## config.mk

```make
export PLATFORM = sky130hd
export DESIGN_NAME = memory_responder_flat
export DESIGN_NICKNAME = d
export VERILOG_FILES = /design/src/rtl/memory_responder_if.sv /design/src/rtl/memory_responder.sv /design/src/flat_wrapper.sv
export SDC_FILE = /design/constraint.sdc
export NUM_CORES = 2
export LEC_CHECK = 0
export CORE_MARGIN = 10
export CORE_UTILIZATION = 24
export DETAILED_ROUTE_END_ITERATION = 16
export PLACE_DENSITY = 0.42
export SYNTH_ARGS = -nofsm -noshare
export SYNTH_HDL_FRONTEND = slang
export SYNTH_SLANG_ARGS = --single-unit
```

## constraint.sdc

```tcl
create_clock -name Clk -period 4.4 [get_ports Clk]
set_clock_uncertainty 0.2 [all_clocks]
set_input_delay 0.88 -clock Clk [delete_from_list [all_inputs] [get_ports Clk]]
set_output_delay 0.88 -clock Clk [all_outputs]
set_load 0.01 [all_outputs]
```

## src/rtl/memory_responder_if.sv

```systemverilog
// Processor-side memory bus: request strobes/address/data in, load data and
// completion/error pulses out.
interface memory_responder_if;
  logic [31:0] Adr;
  logic [31:0] WriteData;
  logic        MemRead;
  logic        MemWrite;
  logic [31:0] ReadData;
  logic        Ready;
  logic        Fault;

  modport master (output Adr, WriteData, MemRead, MemWrite,
                  input  ReadData, Ready, Fault);
  modport slave  (input  Adr, WriteData, MemRead, MemWrite,
                  output ReadData, Ready, Fault);
endinterface

```

## src/rtl/memory_responder.sv

```systemverilog
// Fixed-latency word memory: captures one request in IDLE, waits WAIT_CYCLES,
// then completes it with a one-cycle Ready (and Fault on bad requests).
module memory_responder #(
  parameter int WAIT_CYCLES = 2,
  parameter int DEPTH_LOG2  = 6
) (
  input  logic               Clk,
  input  logic               Rst,
  memory_responder_if.slave  bus
);
  typedef enum logic [1:0] {IDLE, WAIT, RESP} state_t;
  typedef struct packed {
    logic [DEPTH_LOG2-1:0] idx;
    logic [31:0]           data;
    logic                  wr;
    logic                  fault;
  } req_t;

  localparam int         WORDS    = 1 << DEPTH_LOG2;
  localparam logic [3:0] CNT_INIT = (WAIT_CYCLES == 0) ? 4'd0 : 4'(WAIT_CYCLES - 1);

  state_t      state, state_nxt;
  logic [3:0]  cnt, cnt_nxt;
  req_t        req_q, req_in, eff;
  logic        start, enter_resp;
  logic [31:0] rdata;
  logic [31:0] mem [WORDS];

  always_comb begin
    start        = bus.MemRead | bus.MemWrite;
    req_in.idx   = bus.Adr[DEPTH_LOG2+1:2];
    req_in.data  = bus.WriteData;
    req_in.wr    = bus.MemWrite;
    req_in.fault = (bus.MemRead & bus.MemWrite) | (bus.Adr[1:0] != 2'b00) |
                   ((bus.Adr >> (DEPTH_LOG2 + 2)) != 32'd0);
  end

  always_comb begin
    state_nxt = state;
    cnt_nxt   = cnt;
    case (state)
      IDLE: if (start) begin
        cnt_nxt   = CNT_INIT;
        state_nxt = (WAIT_CYCLES == 0) ? RESP : WAIT;
      end
      WAIT: if (cnt == 4'd0) state_nxt = RESP;
            else             cnt_nxt   = cnt - 4'd1;
      RESP:    state_nxt = IDLE;
      default: state_nxt = IDLE;
    endcase
  end

  // With zero wait cycles the array access happens on the capture edge itself,
  // so the live request is used instead of the captured copy.
  assign eff        = (state == IDLE) ? req_in : req_q;
  assign enter_resp = (state_nxt == RESP) && (state != RESP);

  always_ff @(posedge Clk or negedge Rst) begin
    if (!Rst) begin
      state <= IDLE;
      cnt   <= 4'd0;
      req_q <= '0;
      rdata <= 32'd0;
    end else begin
      state <= state_nxt;
      cnt   <= cnt_nxt;
      if (state == IDLE && start) req_q <= req_in;
      if (enter_resp) begin
        if (eff.fault)    rdata <= 32'd0;
        else if (!eff.wr) rdata <= mem[eff.idx];
      end
    end
  end

  // Array is deliberately not reset; Rst gating keeps an aborted write out.
  always_ff @(posedge Clk) begin
    if (Rst && enter_resp && eff.wr && !eff.fault) mem[eff.idx] <= eff.data;
  end

  assign bus.ReadData = rdata;
  assign bus.Ready    = (state == RESP);
  assign bus.Fault    = (state == RESP) && req_q.fault;
endmodule

```

## src/flat_wrapper.sv

```systemverilog
// flat-port wrapper written by rule: the top's interface ports become plain ports
module memory_responder_flat 
#(
  parameter int WAIT_CYCLES = 2,
  parameter int DEPTH_LOG2  = 6
)
  (Clk, Rst, bus_Adr, bus_WriteData, bus_MemRead, bus_MemWrite, bus_ReadData, bus_Ready, bus_Fault);
  memory_responder_if bus_i ();
  input  logic Clk;
  input  logic Rst;
  input wire logic [$bits(bus_i.Adr)-1:0] bus_Adr;
  input wire logic [$bits(bus_i.WriteData)-1:0] bus_WriteData;
  input wire logic [$bits(bus_i.MemRead)-1:0] bus_MemRead;
  input wire logic [$bits(bus_i.MemWrite)-1:0] bus_MemWrite;
  output wire logic [$bits(bus_i.ReadData)-1:0] bus_ReadData;
  output wire logic [$bits(bus_i.Ready)-1:0] bus_Ready;
  output wire logic [$bits(bus_i.Fault)-1:0] bus_Fault;
  assign bus_i.Adr = bus_Adr;
  assign bus_i.WriteData = bus_WriteData;
  assign bus_i.MemRead = bus_MemRead;
  assign bus_i.MemWrite = bus_MemWrite;
  assign bus_ReadData = bus_i.ReadData;
  assign bus_Ready = bus_i.Ready;
  assign bus_Fault = bus_i.Fault;
  memory_responder #(.WAIT_CYCLES(WAIT_CYCLES), .DEPTH_LOG2(DEPTH_LOG2)) u_core (.Clk(Clk), .Rst(Rst), .bus(bus_i));
endmodule
```

==> impl_metrics.py <==
metrics = {
    "global_route": {
        "grt_pass1_vias": 51200,
        "busiest_layer": "met2",
        "use_met1_pct": 26.2,
        "grt_pass1_wl_mm": 476,
        "antenna_found_initial": 31,
        "overflow": 0,
        "grt_max_degree": 65,
        "track_usage_pct": 19.2,
        "met2_usage_pct": 31.3,
        "met3_usage_pct": 3.44,
    },
    "finish": {
        "final_area_sq_um": 99800,
        "drive_gt1_share_pct": 16.7,
        "area_growth_pct": 24.4,
        "fill_cells": 33100,
        "layoutNonFillerInstCount": 10400,
        "finish.net_count": 5835,
    },
    "place": {
        "gp_congestion": 0.816,
        "placed_cell_area_sq_um": 92700,
        "dp.cells": 9921,
        "io_buffers": 101,
        "dp_slack_ns": -0.307,
        "hpwl_mm": 215,
    },
    "sta": {
        "drv_slew": 0,
        "rsz0062_at_grt": "false",
        "fmax_mhz": 236,
        "period_share_pct": 96.1,
        "min_period_ns": 4.23,
        "relSlewSlack_pct": 14.8,
        "setup_violations": 0,
        "hold_viol": 0,
        "tightest_slew_ns": 1.28,
        "worst_slack_ns": 0.171,
        "whs_ns": 0.214,
    },
    "clock_network": {
        "root_buffer": "clkbuf_16",
        "clockBufferDepth": 4,
        "clkTransAtPathRegs_ns": 0.06,
        "cts_buffers": 228,
        "htreeDepth": 4,
        "cts_tree": "built",
        "cts_sinks": 2126,
        "worstSkewPairLatency_ns": 0.92,
    },
    "synthesis": {
        "ys_top_cells_by_area": "edfxtp_1 (77%), nand2_1 (4.3%), o22ai_1 (3.6%)",
        "post_synth_num_cell_types": 76,
        "avgSynthCellArea_sq_um": 15.4,
        "netlist.top_cell.by_area": "edfxtp_1",
        "ys_seq_elements": 2126,
        "syn_nets": 5293,
        "syn_inst": 5223,
        "synth_top_flop_cell": "edfxtp_1",
        "synth_edf_count": 2048,
        "synth-seq-area-share_pct": 79.1,
        "synth_warnings": 0,
        "syn_area_sq_um": 80300,
        "synth_top_area_share_pct": 76.6,
        "synthMostInstantiatedCell": "edfxtp_1",
        "synth_common_cells": "edfxtp_1 (2048), nand2_1 (920), o22ai_1 (456)",
        "async_flop_share_pct": 3.67,
    },
    "floorplan": {
        "dieArea_sq_um": 358000,
        "io_pins": 102,
        "rows": 212,
        "initial_utilization_pct": 24.1,
        "die_y_um": 598,
        "die_w_um": 598,
        "design.core.area_sq_um": 333000,
    },
    "worst_setup_path": {
        "crit_path_max_incr_delay_ns": 0.83,
        "worstRegToRegCells": 8,
        "critPathBufInv": 2,
        "end_kind": "flip-flop",
        "crit_slowest_cell": "or2_2",
        "path_max_fanout": 16,
        "critical-path-top-delay-family": "simple AND/OR/NAND/NOR gates",
        "critPathRequiredTime_ns": 5.04,
        "critPathKind": "reg -> reg",
        "critPathLaunchType": "flip-flop",
        "crit_chain": "buf_4 > nor2_4 > mux2i_1 > or2_2 > buf_4 > a31oi_1 > nor4_1 > a32o_1",
        "cp_common_cell": "buf_4",
        "cp_data_arrival_time_ns": 4.86,
        "cp.depth": 8,
    },
    "power_and_ir_drop": {
        "total_power_uw": 70800,
        "p_leak_uw": 0.0323,
        "peakVddDrop_v": 0.000448,
        "pwr_density_cell_nw_per_um2": 710,
    },
    "routing": {
        "wirelength_mm": 360,
        "drtAntennaViolNets": 0,
        "post-route-drc-count": 0,
        "vias": 53600,
        "drt_iter0_drc": 7085,
        "viasPerCell": 5.18,
        "dr.pass1.iters": 8,
        "wl_per_cell_um": 34.8,
    },
    "job": {
        "max-cap-violations": 0,
    },
    "run_status": {
        "status": "finished, final reports clean",
    },
    "min_path": {
        "hold_path_class": "in -> async",
    },
}
## timing repair
item                                   4_1_cts  5_1_grt
hold buffers                                 1        0
resized for setup                            0        0
buffers inserted                             0        0
endpoints found under the hold margin       20        0
## per-layer routing
layer	vias up	wire length (um)
li1	21600	-
met1	28700	153000
met2	2743	168000
met3	511	27700
met4	2	12000
met5	-	8
## area by class of cell
class                           count  area, sq um  area share, %
Sequential cell                  2126        63500           63.6
Multi-Input combinational cell   2773        16200           16.2
Timing Repair Buffer              629         7570           7.58
Clock buffer                      311         6230           6.24
Tap cell                         4387         5490           5.50
Clock inverter                    105          868          0.870
Antenna cell                       13         32.5         0.0326
Inverter                            7         26.3         0.0263
## final timing paths
check | start | to | slack, ns
setup / recovery | u_core.state[0] | u_core.bus.ReadData[11] | 0.17
hold / removal | Rst | u_core.cnt[3] | 0.21
setup reg to reg | u_core.state[0] | u_core.bus.ReadData[11] | 0.17
hold reg to reg | u_core.req_q[5] | u_core.req_q[5] | 0.28
max in group asynchronous | Rst | u_core.bus.ReadData[2] | 2.62
min in group Clk | u_core.req_q[5] | u_core.req_q[5] | 0.28
## flip-flops by register name, summed over array words and instances (netlist names)
signal and cells:
u_core.bus.ReadData 32, u_core.cnt 4, u_core.mem 2048, u_core.req_q 40, u_core.state 2
## metrics by stage
step	setup TNS, ns	util (%)
final	0	30.0
after floorplan	0	-
after detailed placement	-1.14	27.8
after global placement	-1.57	27.8
after CTS	0	30.0
after global routing	0	30.0
## layout by cell type (no fill, tap or decap), types with 45 or more instances in the layout
cell	synthesis	layout
clkdlybuf4s50_1	0	100
a32oi_1	109	109
o22a_1	45	45
buf_4	6	319
buf_12	0	207
nor3_1	52	52
clkbuf_1	130	65
nor2_4	0	66
a21oi_1	162	162
edfxtp_1	2048	2048
a31oi_1	128	128
nand2_1	920	878
nand3_1	153	153
mux2i_1	139	138
o22ai_1	456	456
nor2_1	287	219
clkbuf_16	0	231
dfrtp_1	78	78
## power by group
group	internal [uW]	total [uW]	switching (uW)
sequential	26500	26700	248
clock	10600	18700	8110
combinational	6890	25400	18500
## worst reg2reg max path: cells and delay by family (launching register included)
| family | cells | cell delay [ns] |
|---|---|---|
| compound gates | 2 | 0.45 |
| flops | 1 | 0.38 |
| buf+inv | 2 | 0.69 |
| simple gates | 3 | 1.90 |
| mux | 1 | 0.53 |
## kinds of logic (layout without fill, tap and decap cells)
group	Yosys count	in the layout	share of synthesized area (%)
buf+inv	324	1052	1.74
fa+ha+maj	2	2	0.0312
mux	151	151	1.90
flops	2126	2126	79.1
compound gates	1104	1104	9.47
simple gates	1514	1514	7.78
xor+xnor	2	2	0.0218
other cells	0	13	0
No activity file was read; power rests on OpenSTA's default activity.
